`src/rtl/regfile_operand_fetch_pkg.sv`:
```
// regfile_operand_fetch_pkg: shared widths, types and flow states for the operand-fetch stage
package regfile_operand_fetch_pkg;
    localparam int DATA_W = 4;
    localparam int NREGS = 8;
    localparam int ADDR_W = $clog2(NREGS);
    typedef logic [ADDR_W-1:0] reg_addr_t;
    typedef logic [DATA_W-1:0] data_t;
    typedef enum logic {EMPTY = 1'b0, FULL = 1'b1} flow_t;
endpackage

```
`src/rtl/regfile_2r1w.sv`:
```
// regfile_2r1w: register file with two async read ports, one sync write port, R0 hardwired to zero
module regfile_2r1w
    import regfile_operand_fetch_pkg::*;
(
    input  logic              clk,
    input  logic              rst,
    input  logic [ADDR_W-1:0] ra1_i,
    input  logic [ADDR_W-1:0] ra2_i,
    output logic [DATA_W-1:0] rd1_o,
    output logic [DATA_W-1:0] rd2_o,
    input  logic              we_i,
    input  logic [ADDR_W-1:0] wa_i,
    input  logic [DATA_W-1:0] wd_i
);
    data_t regs_q [NREGS];
    // write port; writes to R0 are dropped
    always_ff @(posedge clk) begin
        if (rst) begin
            for (int i = 0; i < NREGS; i++) regs_q[i] <= '0;
        end else if (we_i && wa_i != '0) begin
            regs_q[wa_i] <= wd_i;
        end
    end
    assign rd1_o = (ra1_i == '0) ? '0 : regs_q[ra1_i];
    assign rd2_o = (ra2_i == '0) ? '0 : regs_q[ra2_i];
endmodule

```
`src/rtl/regfile_operand_fetch.sv`:
```
// regfile_operand_fetch: operand fetch with write-back bypass, pending-write scoreboard and one-entry output register
module regfile_operand_fetch
    import regfile_operand_fetch_pkg::*;
(
    input  logic              clk,
    input  logic              rst,
    input  logic              in_valid,
    output logic              in_ready,
    input  logic [ADDR_W-1:0] in_rs1,
    input  logic [ADDR_W-1:0] in_rs2,
    input  logic [ADDR_W-1:0] in_rd,
    input  logic [DATA_W-1:0] in_imm,
    input  logic              in_use_imm,
    output logic              out_valid,
    input  logic              out_ready,
    output logic [DATA_W-1:0] opa,
    output logic [DATA_W-1:0] a,
    output logic [DATA_W-1:0] b,
    output logic              sel,
    output logic [ADDR_W-1:0] out_rd,
    input  logic              wr_en,
    input  logic [ADDR_W-1:0] wr_addr,
    input  logic [DATA_W-1:0] wr_data
);
    flow_t            state_q;
    logic [NREGS-1:0] pend_q, pend_d;
    data_t            rf_rd1, rf_rd2, rs1_val, rs2_val;
    data_t            opa_q, a_q, b_q;
    logic             sel_q;
    reg_addr_t        rd_q;
    logic             hit1, hit2, hazard, accept;

    regfile_2r1w u_rf (
        .clk   (clk),
        .rst   (rst),
        .ra1_i (in_rs1),
        .ra2_i (in_rs2),
        .rd1_o (rf_rd1),
        .rd2_o (rf_rd2),
        .we_i  (wr_en),
        .wa_i  (wr_addr),
        .wd_i  (wr_data)
    );

    assign hit1      = wr_en && wr_addr == in_rs1;
    assign hit2      = wr_en && wr_addr == in_rs2;
    assign hazard    = (pend_q[in_rs1] && !hit1) || (!in_use_imm && pend_q[in_rs2] && !hit2);
    assign out_valid = state_q == FULL;
    assign in_ready  = !hazard && (!out_valid || out_ready);
    assign accept    = in_valid && in_ready;
    assign rs1_val   = (hit1 && in_rs1 != '0) ? wr_data : rf_rd1;
    assign rs2_val   = (hit2 && in_rs2 != '0) ? wr_data : rf_rd2;
    assign opa       = opa_q;
    assign a         = a_q;
    assign b         = b_q;
    assign sel       = sel_q;
    assign out_rd    = rd_q;

    // scoreboard next state: write-back clears, a new destination sets and wins, R0 never pends
    always_comb begin
        pend_d = pend_q;
        if (wr_en) pend_d[wr_addr] = 1'b0;
        if (accept) pend_d[in_rd] = 1'b1;
        pend_d[0] = 1'b0;
    end

    // scoreboard register
    always_ff @(posedge clk) begin
        pend_q <= rst ? '0 : pend_d;
    end

    // output bundle and EMPTY/FULL flow state; holds while full and not consumed
    always_ff @(posedge clk) begin
        if (rst) begin
            state_q <= EMPTY;
            opa_q   <= '0;
            a_q     <= '0;
            b_q     <= '0;
            sel_q   <= 1'b0;
            rd_q    <= '0;
        end else if (accept) begin
            state_q <= FULL;
            opa_q   <= rs1_val;
            a_q     <= rs2_val;
            b_q     <= in_imm;
            sel_q   <= in_use_imm;
            rd_q    <= in_rd;
        end else if (out_ready) begin
            state_q <= EMPTY;
        end
    end
endmodule

```
`config.mk`:
```
export PLATFORM = sky130hd
export DESIGN_NAME = regfile_operand_fetch
export DESIGN_NICKNAME = d
export VERILOG_FILES = /design/src/rtl/regfile_operand_fetch_pkg.sv /design/src/rtl/regfile_2r1w.sv /design/src/rtl/regfile_operand_fetch.sv
export SDC_FILE = /design/constraint.sdc
export NUM_CORES = 1
export LEC_CHECK = 0
export CAP_MARGIN = 20
export CORE_AREA = 2 2 88 90
export CTS_BUF_LIST = sky130_fd_sc_hd__clkbuf_4 sky130_fd_sc_hd__clkbuf_8
export DETAILED_ROUTE_END_ITERATION = 8
export DIE_AREA = 0 0 90 92
export GPL_ROUTABILITY_DRIVEN = 0
export HOLD_SLACK_MARGIN = 0.12
export PLACE_DENSITY = 0.66
export SYNTH_ARGS = -nofsm -noshare
export SYNTH_HDL_FRONTEND = slang
export SYNTH_HIERARCHICAL = 1
export SYNTH_SLANG_ARGS = --single-unit
export TNS_END_PERCENT = 100
```
`constraint.sdc`:
```
create_clock -name clk -period 3.9 [get_ports clk]
set_input_delay 0.78 -clock clk [delete_from_list [all_inputs] [get_ports clk]]
set_output_delay 0.78 -clock clk [all_outputs]
set_load 0.01 [all_outputs]
```
# == Word-level counts from Yosys, hierarchy flattened ==
# Memories as Yosys holds them, arrays and structs flattened.
# Index checks and enable logic that the tools add are counted.
# op_classes
n_addsub,0
n_mul,0
div,0
n_lt_le_gt_ge,6
n_eq_ne,2
shift,0
muxes,24
bitwise_logic,3
n_reduce_logical,26
# op_table
cell,count
2-to-1 mux 4 bit,5
< comparator 3 x 4 -> 1 bit (second input constant),4
2-to-1 mux 8 bit,2
logical AND 1 bit,12
2-to-1 mux 1 bit,12
nonzero test 3 bit,3
AND 8 bit,1
NOT 8 bit,1
OR 8 bit,1
binary-select mux 1 bit (select 3 bit),2
demux 1 bit (select 3 bit),2
equality test 3 bit,2
greater-or-equal comparator 3 x 1 -> 1 bit (second input constant),2
logical NOT 3 bit,2
logical NOT 1 bit,5
OR reduction 4 bit,1
2-to-1 mux 3 bit,1
logical OR 1 bit,2
nonzero test 2 bit,1
# word_totals
reg_bits,24
latchBits,0
mem_bits_rw,32
romBits,0
input_bits,26
wordCells,69
n_memories,1
# memory_table
memory,depth,word_bits,rd,rd_clocked_by_memory_dff,wr,line,source
u_rf.regs_q,8,4,2,0,8,regfile_2r1w.sv:15,data_t regs_q [NREGS];

# == Longest topological paths before layout ==
# logic_depth
ltp_word,9
ltp_mapped,9
mapped_depth_nobuf,5

# == By module ==
# Netlist, hierarchy kept.
# modules_own_cells
mod,n_inst,cells_per_inst,area_per_inst_um2,seq_area_each_um2
regfile_2r1w,1,132,1650.3,840.8
regfile_operand_fetch,1,162,1526.5,480.5

# == Least setup slack after synthesis ==
# OpenSTA, ideal clock, no wires.
# synth_path
path_type,input-to-output
startpoint,in in_rs1[1]
endpoint,out in_ready
arrival_time_ns,1.971
path_slack_ns,1.149
stages,5
path_buffers,1
cell_sequence,mux2_1 > a221oi_2 > o31a_1 > buf_4 > o31a_1
# synth_between
elab_chain_cells,7
# synth_lines
element,line,source
"start, declared",regfile_operand_fetch.sv:9,"input logic [ADDR_W-1:0] in_rs1,"
branches (longest 3 deep; another with binary-select mux 1 bit (select 3 bit)),--,
logical AND 1 bit *,regfile_operand_fetch.sv:47,assign hazard = (pend_q[in_rs1] && !hit1) || (!in_use_imm && pend_q[in_rs2] && !hit2);
logical OR 1 bit *,regfile_operand_fetch.sv:47,
logical NOT 1 bit *,regfile_operand_fetch.sv:49,assign in_ready = !hazard && (!out_valid || out_ready);
logical AND 1 bit *,regfile_operand_fetch.sv:49,
"end, declared",regfile_operand_fetch.sv:8,"output logic in_ready,"
# Every way passes the cells marked *. The select of a mux whose other input is x is not followed.

# == Worst setup path after layout ==
# Ends and elaborated chain as after synthesis.

==> metrics.md <==
| Metric | Value |
|---|---|
| Maximum VDD drop | `0.0001629 V` |
| Worst clock skew | `7.664 ps` |
| Hold Crit Class | `flop to flop` |
| Required time of the critical path | `3120 ps` |
| Leak pwr | `1.351 nW` |
| Fill count | `709` |
| Setup_tns | `0 ps` |
| Max_slew headroom | `53.34%` |
| Worst setup EP type | `output pin` |
| Worst Hold Launch | `out_rd[2]` |
| WP buf/inv | `3` |
| Fmax | `about 270 MHz` |
| Ports | `44` |
| RSZ-0062 raised after global routing | `false` |
| Syn_nets | `320` |
| Synthesis-to-finish area growth | `19.50%` |
| Gate Count Post-Synth | `a little under 300` |
| Final Slew Violations | `0` |
| Pwr dens | `338.7 mW/mm²` |
| FFs w/ async S/R, synth | `0%` |
| Die X | `90 µm` |
| Top cells by area, synth | `edfxtp_1 (26%), dfxtp_1 (15%), mux2i_1 (6.9%)` |
| Drt pass-1 iters | `4` |
| Layout cell share with drive strength beyond 1 | `17.70%` |
| Hold_buf cts | `0` |
| DRC Markers | `0` |
| Critical path class | `primary input to output pin` |
| YS warnings | `6` |
| Detailed Route WL | `roughly 7.6 mm` |
| RR Startpoint | `pend_q[4]` |
| Crit share post-route | `94.32%` |
| Largest net degree at the start of global routing | `30` |
| Die Area | `0.008280 mm²` |
| Fin cells | `between 400 and 500` |
| Primary FF master, synth | `edfxtp_1` |
| Flops & latches, synth | `52` |
| Vias per cell | `5.603` |
| Setup Fix Bufs, Post-CTS | `0` |
| WL/cell | `between 15 and 20 µm` |
| Initial antenna violation count | `0` |
| CTS buffer count | `5` |
| Critical Path AT | `2900 ps` |
| Worst R2R Setup Slack | `1670 ps` |
| Rows | `32` |
| Iter 0 DRT Violations | `176` |
| Status | `completed` |
| Placed cells | `433` |
| Die height | `a little over 90 µm` |
| CP Cell Sequence | `clkdlybuf4s50_1 -> buf_4 -> mux4_2 -> nor2b_2 -> o31a_1 -> o31a_1 -> clkdlybuf4s50_1` |
| CP delay by family, top | `buffers and inverters` |
| GR Util All Layers | `18.87%` |
| Avg Inst Size Synth | `between 10 and 15 µm²` |
| Post-synth top area cell | `edfxtp_1` |
| Crit path largest cell delay | `about 540 ps` |
| First-pass GRT wire length | `12.41 mm` |
| Final hold vios | `0` |
| TritonCTS clock tree | `done` |
| Sequential area share after synthesis | `41.59%` |
| Ant diodes | `0` |
| Clock Root Buffer | `clkbuf_8` |
| Total gr overflow | `0` |
| Post-synth EDFFs | `28` |
| H-tree depth | `2` |
| Synth cell types | `between 50 and 60` |
| Clock latency on the worst-skew pair | `around 300 ps` |
| Cell area after synthesis | `0.003177 mm²` |
| R2r worst-path depth | `5` |
| Hold Path Depth | `2` |
| Clk sinks | `52` |
| RR Endpoint | `a[1]` |
| CTS max path bufs | `2` |
| Number of port buffers | `43` |
| Critical Path Source Type | `primary input` |
| Max Cap Violations | `0` |
| Tmin final | `3678 ps` |
| Fin nets | `364` |
| DP Wirelength | `5.835 mm` |
| Crit Path Max Fanout | `13` |
| Setup violations, final | `0` |
| Slowest library cell on the worst path | `clkdlybuf4s50_1` |
| Worst slew pin tran | `699.1 ps` |
| Clock transition at path regs | `90 ps` |
| Starting Density | `42.66%` |
| PostCTS Resize Cnt | `0` |
| Core Region | `0.007447 mm²` |
| Yosys top cell area share | `26.47%` |
| Hold EP | `out_rd[2]` |
| Via Count | `between 2k and 2.5k` |
| ANT nets after route | `0` |
| Vias in the first global route | `2377` |
| Total Power | `around 1.3 mW` |
## cell usage after synthesis (5+ instances only)
master    instances
a311oi_2          8
inv_1             5
buf_6             7
a221oi_1          5
edfxtp_1         28
clkbuf_1          5
and2_1           29
dfxtp_1          24
nor2b_1           8
o21ai_0          15
nor2_1            6
a21oi_1          22
nand3_1          15
mux2i_1          22
nand2b_1          6
xnor2_1           6
or2_2             7
## worst register-to-register path: cells and delay by family, from the launching register on
family	cells	cell delay, ps
AOI/OAI and AO/OA	4	1490
muxes	1	300
DFF	1	360
## cells by family after synthesis
kind of cell | Yosys count | synth area share, %
xor+xnor | 6 | 1.654
buf+inv | 27 | 5.829
compound gates | 84 | 22.41
simple gates | 97 | 18.87
mux | 28 | 9.649
flops | 52 | 41.59
## cells in the final DEF, fill, tap and decap left out, types with 5 or more instances in the layout
master / instances
clkdlybuf4s50_1: 43
and2_1: 29
edfxtp_1: 28
dfxtp_1: 24
mux2i_1: 22
a21oi_1: 22
nand3_1: 15
o21ai_0: 15
buf_4: 15
nor2b_1: 8
a311oi_2: 8
or2_2: 7
xnor2_1: 6
nand2b_1: 6
nor2_1: 6
inv_1: 5
clkbuf_8: 5
a221oi_1: 5
## power breakdown
part / switching (mW) / leakage (nW) / total [mW] / internal (mW)
combinational: 0.147 / 0.836 / 0.280 / 0.134
sequential: 0.0221 / 0.465 / 0.635 / 0.613
clock: 0.181 / 0.0503 / 0.371 / 0.190
## worst max-delay path by stage
stage | from | end | slack (ps) | cells past startpoint
floorplan | in_rs1[1] | in_ready | 1150 | 5
global placement | in_rs1[0] | in_ready | 250 | 6
detailed placement | in_rs1[0] | in_ready | 220 | 6
CTS | in_rs1[0] | in_ready | 210 | 6
global route | in_rs1[0] | in_ready | 130 | 7
finish | in_rs1[1] | in_ready | 220 | 7
## state kept, by name, summed over array words and instances, names as in the netlist
register,cells
u_rf/regs_q,28
out_rd,3
pend_q,7
b,4
out_valid,1
a,4
sel,1
opa,4
## final cells by class
class | instances | area [µm²] | area share, %
inverter | 6 | 22.52 | 0.5933
tap | 102 | 127.6 | 3.362
clock inverter | 3 | 42.54 | 1.121
multi-input combinational | 215 | 1670 | 44.00
sequential | 52 | 1321 | 34.81
clock buffer | 5 | 68.82 | 1.813
timing repair buffer | 58 | 543.0 | 14.30
## through the flow
stage               hold slack (ps)  worst slack [ps]  util [%]  cell area [µm²]
floorplan                     486.5              1149         -             3177
global placement              459.0             248.8     49.48             3685
detailed placement            465.4             215.9     49.48             3685
CTS                           480.6             208.5     50.97             3796
global route                  499.0             129.5     50.97             3796
finish                        473.3             221.7     50.97             3796
## layer usage
| metal | GRT usage (%) | part of all wire (%) |
|---|---|---|
| met1 | 26.10 | 47 |
| met2 | 31.20 | 47 |
| met3 | 3.451 | 5.6 |
| met4 | 3.718 | 0.54 |
| met5 | 0 | 0 |
Power figures use the tool's default switching activity.
